## config.mk

```make
export PLATFORM = sky130hd
export DESIGN_NAME = sic4_multicycle_controller_flat
export DESIGN_NICKNAME = d
export VERILOG_FILES = /design/src/rtl/sic4_multicycle_controller_if.sv /design/src/rtl/sic4_multicycle_controller.sv /design/src/flat_wrapper.sv
export SDC_FILE = /design/constraint.sdc
export NUM_CORES = 1
export LEC_CHECK = 0
export BUFFER_PORTS_ARGS = -buffer_cell sky130_fd_sc_hd__buf_2
export CAP_MARGIN = 20
export CORE_ASPECT_RATIO = 2
export CORE_MARGIN = 2
export CORE_UTILIZATION = 25
export CTS_CLUSTER_DIAMETER = 60
export DETAILED_ROUTE_END_ITERATION = 7
export MAX_ROUTING_LAYER = met4
export PLACE_DENSITY_LB_ADDON = 0.05
export SLEW_MARGIN = 15
export SYNTH_ARGS = -nofsm -noshare
export SYNTH_HDL_FRONTEND = slang
export SYNTH_SLANG_ARGS = --single-unit
```

## constraint.sdc

```tcl
create_clock -name clk -period 2.47 [get_ports clk]
set_clock_uncertainty 0.1 [all_clocks]
set_input_delay 0.3705 -clock clk [delete_from_list [all_inputs] [get_ports clk]]
set_output_delay 0.3705 -clock clk [all_outputs]
set_load 0.01 [all_outputs]
```

## src/rtl/sic4_multicycle_controller_if.sv

```systemverilog
// rtl/sic4_multicycle_controller_if.sv - instruction/data memory handshake bundle for the SIC-4 sequencer
interface sic4_multicycle_controller_if;
  logic imem_req;
  logic imem_ready;
  logic dmem_req;
  logic dmem_ready;
  logic memRead;
  logic memWrite;

  // Controller side: issues requests, receives ready
  modport master (
    output imem_req,
    output dmem_req,
    output memRead,
    output memWrite,
    input  imem_ready,
    input  dmem_ready
  );

  // Memory side: answers requests with ready
  modport slave (
    input  imem_req,
    input  dmem_req,
    input  memRead,
    input  memWrite,
    output imem_ready,
    output dmem_ready
  );
endinterface

```

## src/rtl/sic4_multicycle_controller.sv

```systemverilog
// rtl/sic4_multicycle_controller.sv - multicycle FETCH/DECODE/EXEC/MEM/WB sequencer for the SIC-4 core
module sic4_multicycle_controller #(
  parameter int MAX_WAIT = 8,
  parameter int CNT_W    = 16
) (
  input  logic                         clk,
  input  logic                         rst_n,
  input  logic                         run,
  input  logic [1:0]                   op,
  input  logic [1:0]                   funct,
  sic4_multicycle_controller_if.master mem_bus,
  output logic                         ir_write,
  output logic                         pc_write,
  output logic                         regWrite,
  output logic                         useImmediate,
  output logic                         useLoad,
  output logic [1:0]                   aluop,
  output logic [2:0]                   state,
  output logic [CNT_W-1:0]             retired,
  output logic                         fault
);

  typedef enum logic [2:0] {
    S_IDLE   = 3'd0,
    S_FETCH  = 3'd1,
    S_DECODE = 3'd2,
    S_EXEC   = 3'd3,
    S_MEM    = 3'd4,
    S_WB     = 3'd5,
    S_FAULT  = 3'd6
  } state_e;

  // Last tolerated not-ready cycle index; a miss on this count faults
  localparam logic [7:0] WAIT_LAST = 8'(MAX_WAIT - 1);

  state_e           state_q, state_d;
  logic [1:0]       op_q, op_d;
  logic [1:0]       funct_q, funct_d;
  logic [7:0]       wait_cnt_q, wait_cnt_d;
  logic [CNT_W-1:0] retired_q, retired_d;
  logic             fault_q, fault_d;

  logic             is_load;
  logic             is_store;
  logic [1:0]       alu_sel;
  logic             imm_sel;

  // Opcode decode of the latched IR fields: memory ops always compute reg+imm
  always_comb begin
    is_load  = (op_q == 2'b10);
    is_store = (op_q == 2'b11);
    alu_sel  = op_q[1] ? 2'b00 : funct_q;
    imm_sel  = (op_q != 2'b00);
  end

  // Next-state, counters and per-phase strobes
  always_comb begin
    state_d          = state_q;
    op_d             = op_q;
    funct_d          = funct_q;
    wait_cnt_d       = wait_cnt_q;
    retired_d        = retired_q;
    fault_d          = fault_q;
    mem_bus.imem_req = 1'b0;
    mem_bus.dmem_req = 1'b0;
    mem_bus.memRead  = 1'b0;
    mem_bus.memWrite = 1'b0;
    ir_write         = 1'b0;
    pc_write         = 1'b0;
    regWrite         = 1'b0;
    useImmediate     = 1'b0;
    useLoad          = 1'b0;
    aluop            = 2'b00;

    case (state_q)
      S_IDLE: begin
        if (run) state_d = S_FETCH;
      end
      S_FETCH: begin
        mem_bus.imem_req = 1'b1;
        if (mem_bus.imem_ready) begin
          ir_write = 1'b1;
          pc_write = 1'b1;
          state_d  = S_DECODE;
        end else if (wait_cnt_q == WAIT_LAST) begin
          state_d = S_FAULT;
          fault_d = 1'b1;
        end else begin
          wait_cnt_d = wait_cnt_q + 8'd1;
        end
      end
      S_DECODE: begin
        op_d    = op;
        funct_d = funct;
        state_d = S_EXEC;
      end
      S_EXEC: begin
        aluop        = alu_sel;
        useImmediate = imm_sel;
        state_d      = op_q[1] ? S_MEM : S_WB;
      end
      S_MEM: begin
        mem_bus.dmem_req = 1'b1;
        mem_bus.memRead  = is_load;
        mem_bus.memWrite = is_store;
        useImmediate     = 1'b1;
        if (mem_bus.dmem_ready) begin
          if (is_load) begin
            state_d = S_WB;
          end else begin
            retired_d = retired_q + CNT_W'(1);
            state_d   = run ? S_FETCH : S_IDLE;
          end
        end else if (wait_cnt_q == WAIT_LAST) begin
          state_d = S_FAULT;
          fault_d = 1'b1;
        end else begin
          wait_cnt_d = wait_cnt_q + 8'd1;
        end
      end
      S_WB: begin
        regWrite     = 1'b1;
        aluop        = alu_sel;
        useImmediate = imm_sel;
        useLoad      = is_load;
        retired_d    = retired_q + CNT_W'(1);
        state_d      = run ? S_FETCH : S_IDLE;
      end
      S_FAULT: begin
        state_d = S_FAULT;
      end
      default: begin
        state_d = S_IDLE;
      end
    endcase

    // Every phase change starts a fresh wait window
    if (state_d != state_q) wait_cnt_d = 8'd0;
  end

  // State and counter registers with synchronous active-low reset
  always_ff @(posedge clk) begin
    if (!rst_n) begin
      state_q    <= S_IDLE;
      op_q       <= 2'b00;
      funct_q    <= 2'b00;
      wait_cnt_q <= 8'd0;
      retired_q  <= '0;
      fault_q    <= 1'b0;
    end else begin
      state_q    <= state_d;
      op_q       <= op_d;
      funct_q    <= funct_d;
      wait_cnt_q <= wait_cnt_d;
      retired_q  <= retired_d;
      fault_q    <= fault_d;
    end
  end

  assign state   = state_q;
  assign retired = retired_q;
  assign fault   = fault_q;

endmodule

```

## src/flat_wrapper.sv

```systemverilog
// flat-port wrapper written by rule: the top's interface ports become plain ports
module sic4_multicycle_controller_flat 
#(
  parameter int MAX_WAIT = 8,
  parameter int CNT_W    = 16
)
  (clk, rst_n, run, op, funct, ir_write, pc_write, regWrite, useImmediate, useLoad, aluop, state, retired, fault, mem_bus_imem_req, mem_bus_dmem_req, mem_bus_memRead, mem_bus_memWrite, mem_bus_imem_ready, mem_bus_dmem_ready);
  sic4_multicycle_controller_if mem_bus_i ();
  input  logic clk;
  input  logic rst_n;
  input  logic run;
  input  logic [1:0] op;
  input  logic [1:0] funct;
  output logic ir_write;
  output logic pc_write;
  output logic regWrite;
  output logic useImmediate;
  output logic useLoad;
  output logic [1:0] aluop;
  output logic [2:0] state;
  output logic [CNT_W-1:0] retired;
  output logic fault;
  output wire logic [$bits(mem_bus_i.imem_req)-1:0] mem_bus_imem_req;
  output wire logic [$bits(mem_bus_i.dmem_req)-1:0] mem_bus_dmem_req;
  output wire logic [$bits(mem_bus_i.memRead)-1:0] mem_bus_memRead;
  output wire logic [$bits(mem_bus_i.memWrite)-1:0] mem_bus_memWrite;
  input wire logic [$bits(mem_bus_i.imem_ready)-1:0] mem_bus_imem_ready;
  input wire logic [$bits(mem_bus_i.dmem_ready)-1:0] mem_bus_dmem_ready;
  assign mem_bus_imem_req = mem_bus_i.imem_req;
  assign mem_bus_dmem_req = mem_bus_i.dmem_req;
  assign mem_bus_memRead = mem_bus_i.memRead;
  assign mem_bus_memWrite = mem_bus_i.memWrite;
  assign mem_bus_i.imem_ready = mem_bus_imem_ready;
  assign mem_bus_i.dmem_ready = mem_bus_dmem_ready;
  sic4_multicycle_controller #(.MAX_WAIT(MAX_WAIT), .CNT_W(CNT_W)) u_core (.clk(clk), .rst_n(rst_n), .run(run), .op(op), .funct(funct), .mem_bus(mem_bus_i), .ir_write(ir_write), .pc_write(pc_write), .regWrite(regWrite), .useImmediate(useImmediate), .useLoad(useLoad), .aluop(aluop), .state(state), .retired(retired), .fault(fault));
endmodule
```

==> flow_summary.ini <==
[floorplan]
rows = 43
die_h_um = 124
ios = 40
coreArea_mm2 = 0.00694
die-area_mm2 = 0.00789
die_w_um = 63.8
initial_utilization_pct = 25.8

[clock_network]
cts_buffers = 5
htreeDepth = 2
path_clk_slew_ps = 50
cts_sinks = 32
cts_root_buffer = clkbuf_16
clock_latency_ps = 280
clockBufferDepth = 2
cts_resized = 0
cts_post_setup_buffers_inserted = 0
cts_tree = yes
holdBufCountCts = 0

[sta]
maxSlewViolCount = 0
rsz0062_at_grt = no
setup_violations = 0
fin_crit_ps = 2260
slew_headroom_pct = 66.9
worst_slew_pin_slew_ps = 489
setup_tns_ps = 0
fmax_mhz = 443
timing_hold_violations_final = 0
post-route-period-util_pct = 91.5

[logic_synthesis]
synth_edf_count = 0
synth_largest_area_cell = dfxtp_1
synth_common_cells = dfxtp_1 (32), nand2_1 (22), nor2_1 (15)
synth_most_common_cell = dfxtp_1
seq_area_frac_synth_pct = 35.8
ys_async_sr_fraction_pct = 0
synth.top_cell.area_share_pct = 35.8
synthesis.nets = 224
synth_area_mm2 = 0.00179
synth_area_per_cell_um2 = 8.40
synth_ff_type = dfxtp_1
synth.yosys.warnings = 0
syn_inst = 213
ys_ff_latch = 32
ys_types = 43
ys_top_cells_by_area = dfxtp_1 (36%), mux2i_1 (7.8%), nand2_1 (4.6%)

[worst_setup_path]
r2r_end = u_core.wait_cnt_q[6]
crit_path_start = u_core.state[1]
cp.required_ps = 2000
worstSetupStartpointType = flip-flop
cp-end-kind = primary output
cp.arrival_ps = 1790
regToRegStartpoint = u_core.state[2]
reg2reg_depth = 5
critPathKind = flip-flop to primary output
cp_max_fo = 9
r2r_setup_slack_ps = 240

[final_layout]
fin_nets = 270
synthToLayoutAreaGrowth_pct = 26.4
drive_gt1_share_pct = 24.2
antenna_cells = 0

[power_and_ir_drop]
p_seq_share_pct = 42.9
total_power_mw = 1.23
power_switching_mw = 0.274
p_comb_share_pct = 6.9
p_leak_nw = 0.953
intPower_mw = 0.957
powerDensity_mw_per_mm2 = 544
p_sw_share_pct = 22.3
clkPwrFrac_pct = 50.2
ir_worst_vdd_uv = 338

[routing]
detail-route-antenna-nets = 0
vias_per_cell = 4.63
remaining_drc_errors = 0
vias = 1621
routed_wl_um = 4940
wire_per_inst_um = 14.1
firstDrtPassIters = 4
drt-initial-drc-count = 75

[global_routing]
met3_usage_pct = 2.53
grt_pass1_vias = 1689
grt_max_degree = 33
overflow = 0
use_met1_pct = 14.2
globalRouteTotalUtil_pct = 14.2
busiest_layer = met2
grt_pass1_wl_um = 8260
grtUsageMet2_pct = 25.7
antenna_found_initial = 0

[hold_path]
holdPathStages = 3
hp-start = funct[0]
holdPathEnd = u_core.funct_q[0]
hold_class = input pin to flip-flop

[placed_design]
routabilityCongestion = 0.822
io_buffers = 39
place_hpwl_um = 3750

[job]
cap_violations = 0

[run_status]
status = completed
==> cells by family after synthesis <==
logic type / count (synthesis) / synth area share [%]
simple gates: 105 / 32.9
flops: 32 / 35.8
compound gates: 30 / 11.2
buf+inv: 19 / 5.45
mux: 14 / 7.83
xor+xnor: 11 / 5.39
fa+ha+maj: 2 / 1.40
==> metrics by stage <==
step	hold slack [ps]	instance area (µm²)	std cells	setup slack (ps)	utilization [%]
after detailed placement	348	2120	342	224	30.5
after CTS	265	2260	350	152	32.6
after global routing	267	2260	350	37.4	32.6
after floorplan	374	1790	213	457	-
after global placement	354	2120	342	284	30.5
final	258	2260	350	211	32.6
==> critical path: stages (launching register included) <==
cell and delay [ps]:
dfxtp_1 400, nand2b_1 260, buf_4 200, a211oi_1 340, and2_1 190, buf_2 130
==> sequential cells by signal (all words and copies together), names as in the netlist <==
register and cells:
u_core.op_q 2, u_core.retired 16, u_core.state 3, u_core.funct_q 2, u_core.wait_cnt_q 8, u_core.fault 1
==> how the worst max path moves through the flow <==
stage | to | cells past startpoint
floorplan | u_core.wait_cnt_q[7] | 7
finish | aluop[1] | 5
global route | u_core.wait_cnt_q[1] | 5
detailed placement | u_core.wait_cnt_q[6] | 6
CTS | aluop[1] | 5
global placement | u_core.wait_cnt_q[5] | 6
==> area by class of cell <==
cell class | instances | area [µm²]
fillers | 764 | 4680
repair buffers | 51 | 285
multi-input cells | 162 | 1050
well taps | 90 | 113
inverters | 7 | 26.3
clock buffers | 8 | 146
flip-flops and latches | 32 | 641
==> per-layer routing <==
| layer | vias up | part of all wire, % |
|---|---|---|
| met2 | 36 | 56 |
| li1 | 824 | - |
| met4 | 0 | 3.0 |
| met3 | 11 | 3.3 |
| met1 | 750 | 38 |
| met5 | - | 0 |
==> layout by cell type (no fill, tap or decap), drive strengths merged <==
cell	n
a211o	1
a211oi	3
a21boi	5
a21oi	7
a22oi	1
a311oi	1
and2	7
and3	4
buf	51
clkbuf	8
dfxtp	32
ha	2
inv	7
mux2i	14
nand2	22
nand2b	13
nand3	6
nand4	4
nor2	16
nor2b	9
nor3	6
nor3b	6
nor4	4
nor4b	2
o21a	5
o21ai	5
o22ai	1
o31ai	1
or3	2
or3b	2
or4	2
xnor2	8
xor2	3
==> power by group through the flow <==
stage          combinational [mW]  clock [mW]  sequential [mW]
2_1_floorplan              0.0624           0            0.535
3_3_place_gp               0.0879           0            0.538
3_5_place_dp               0.0867           0            0.538
4_1_cts                    0.0872       0.637            0.527
5_1_grt                    0.0964       0.659            0.528
6_report                   0.0852       0.618            0.527
Power figures use the tool's default switching activity.
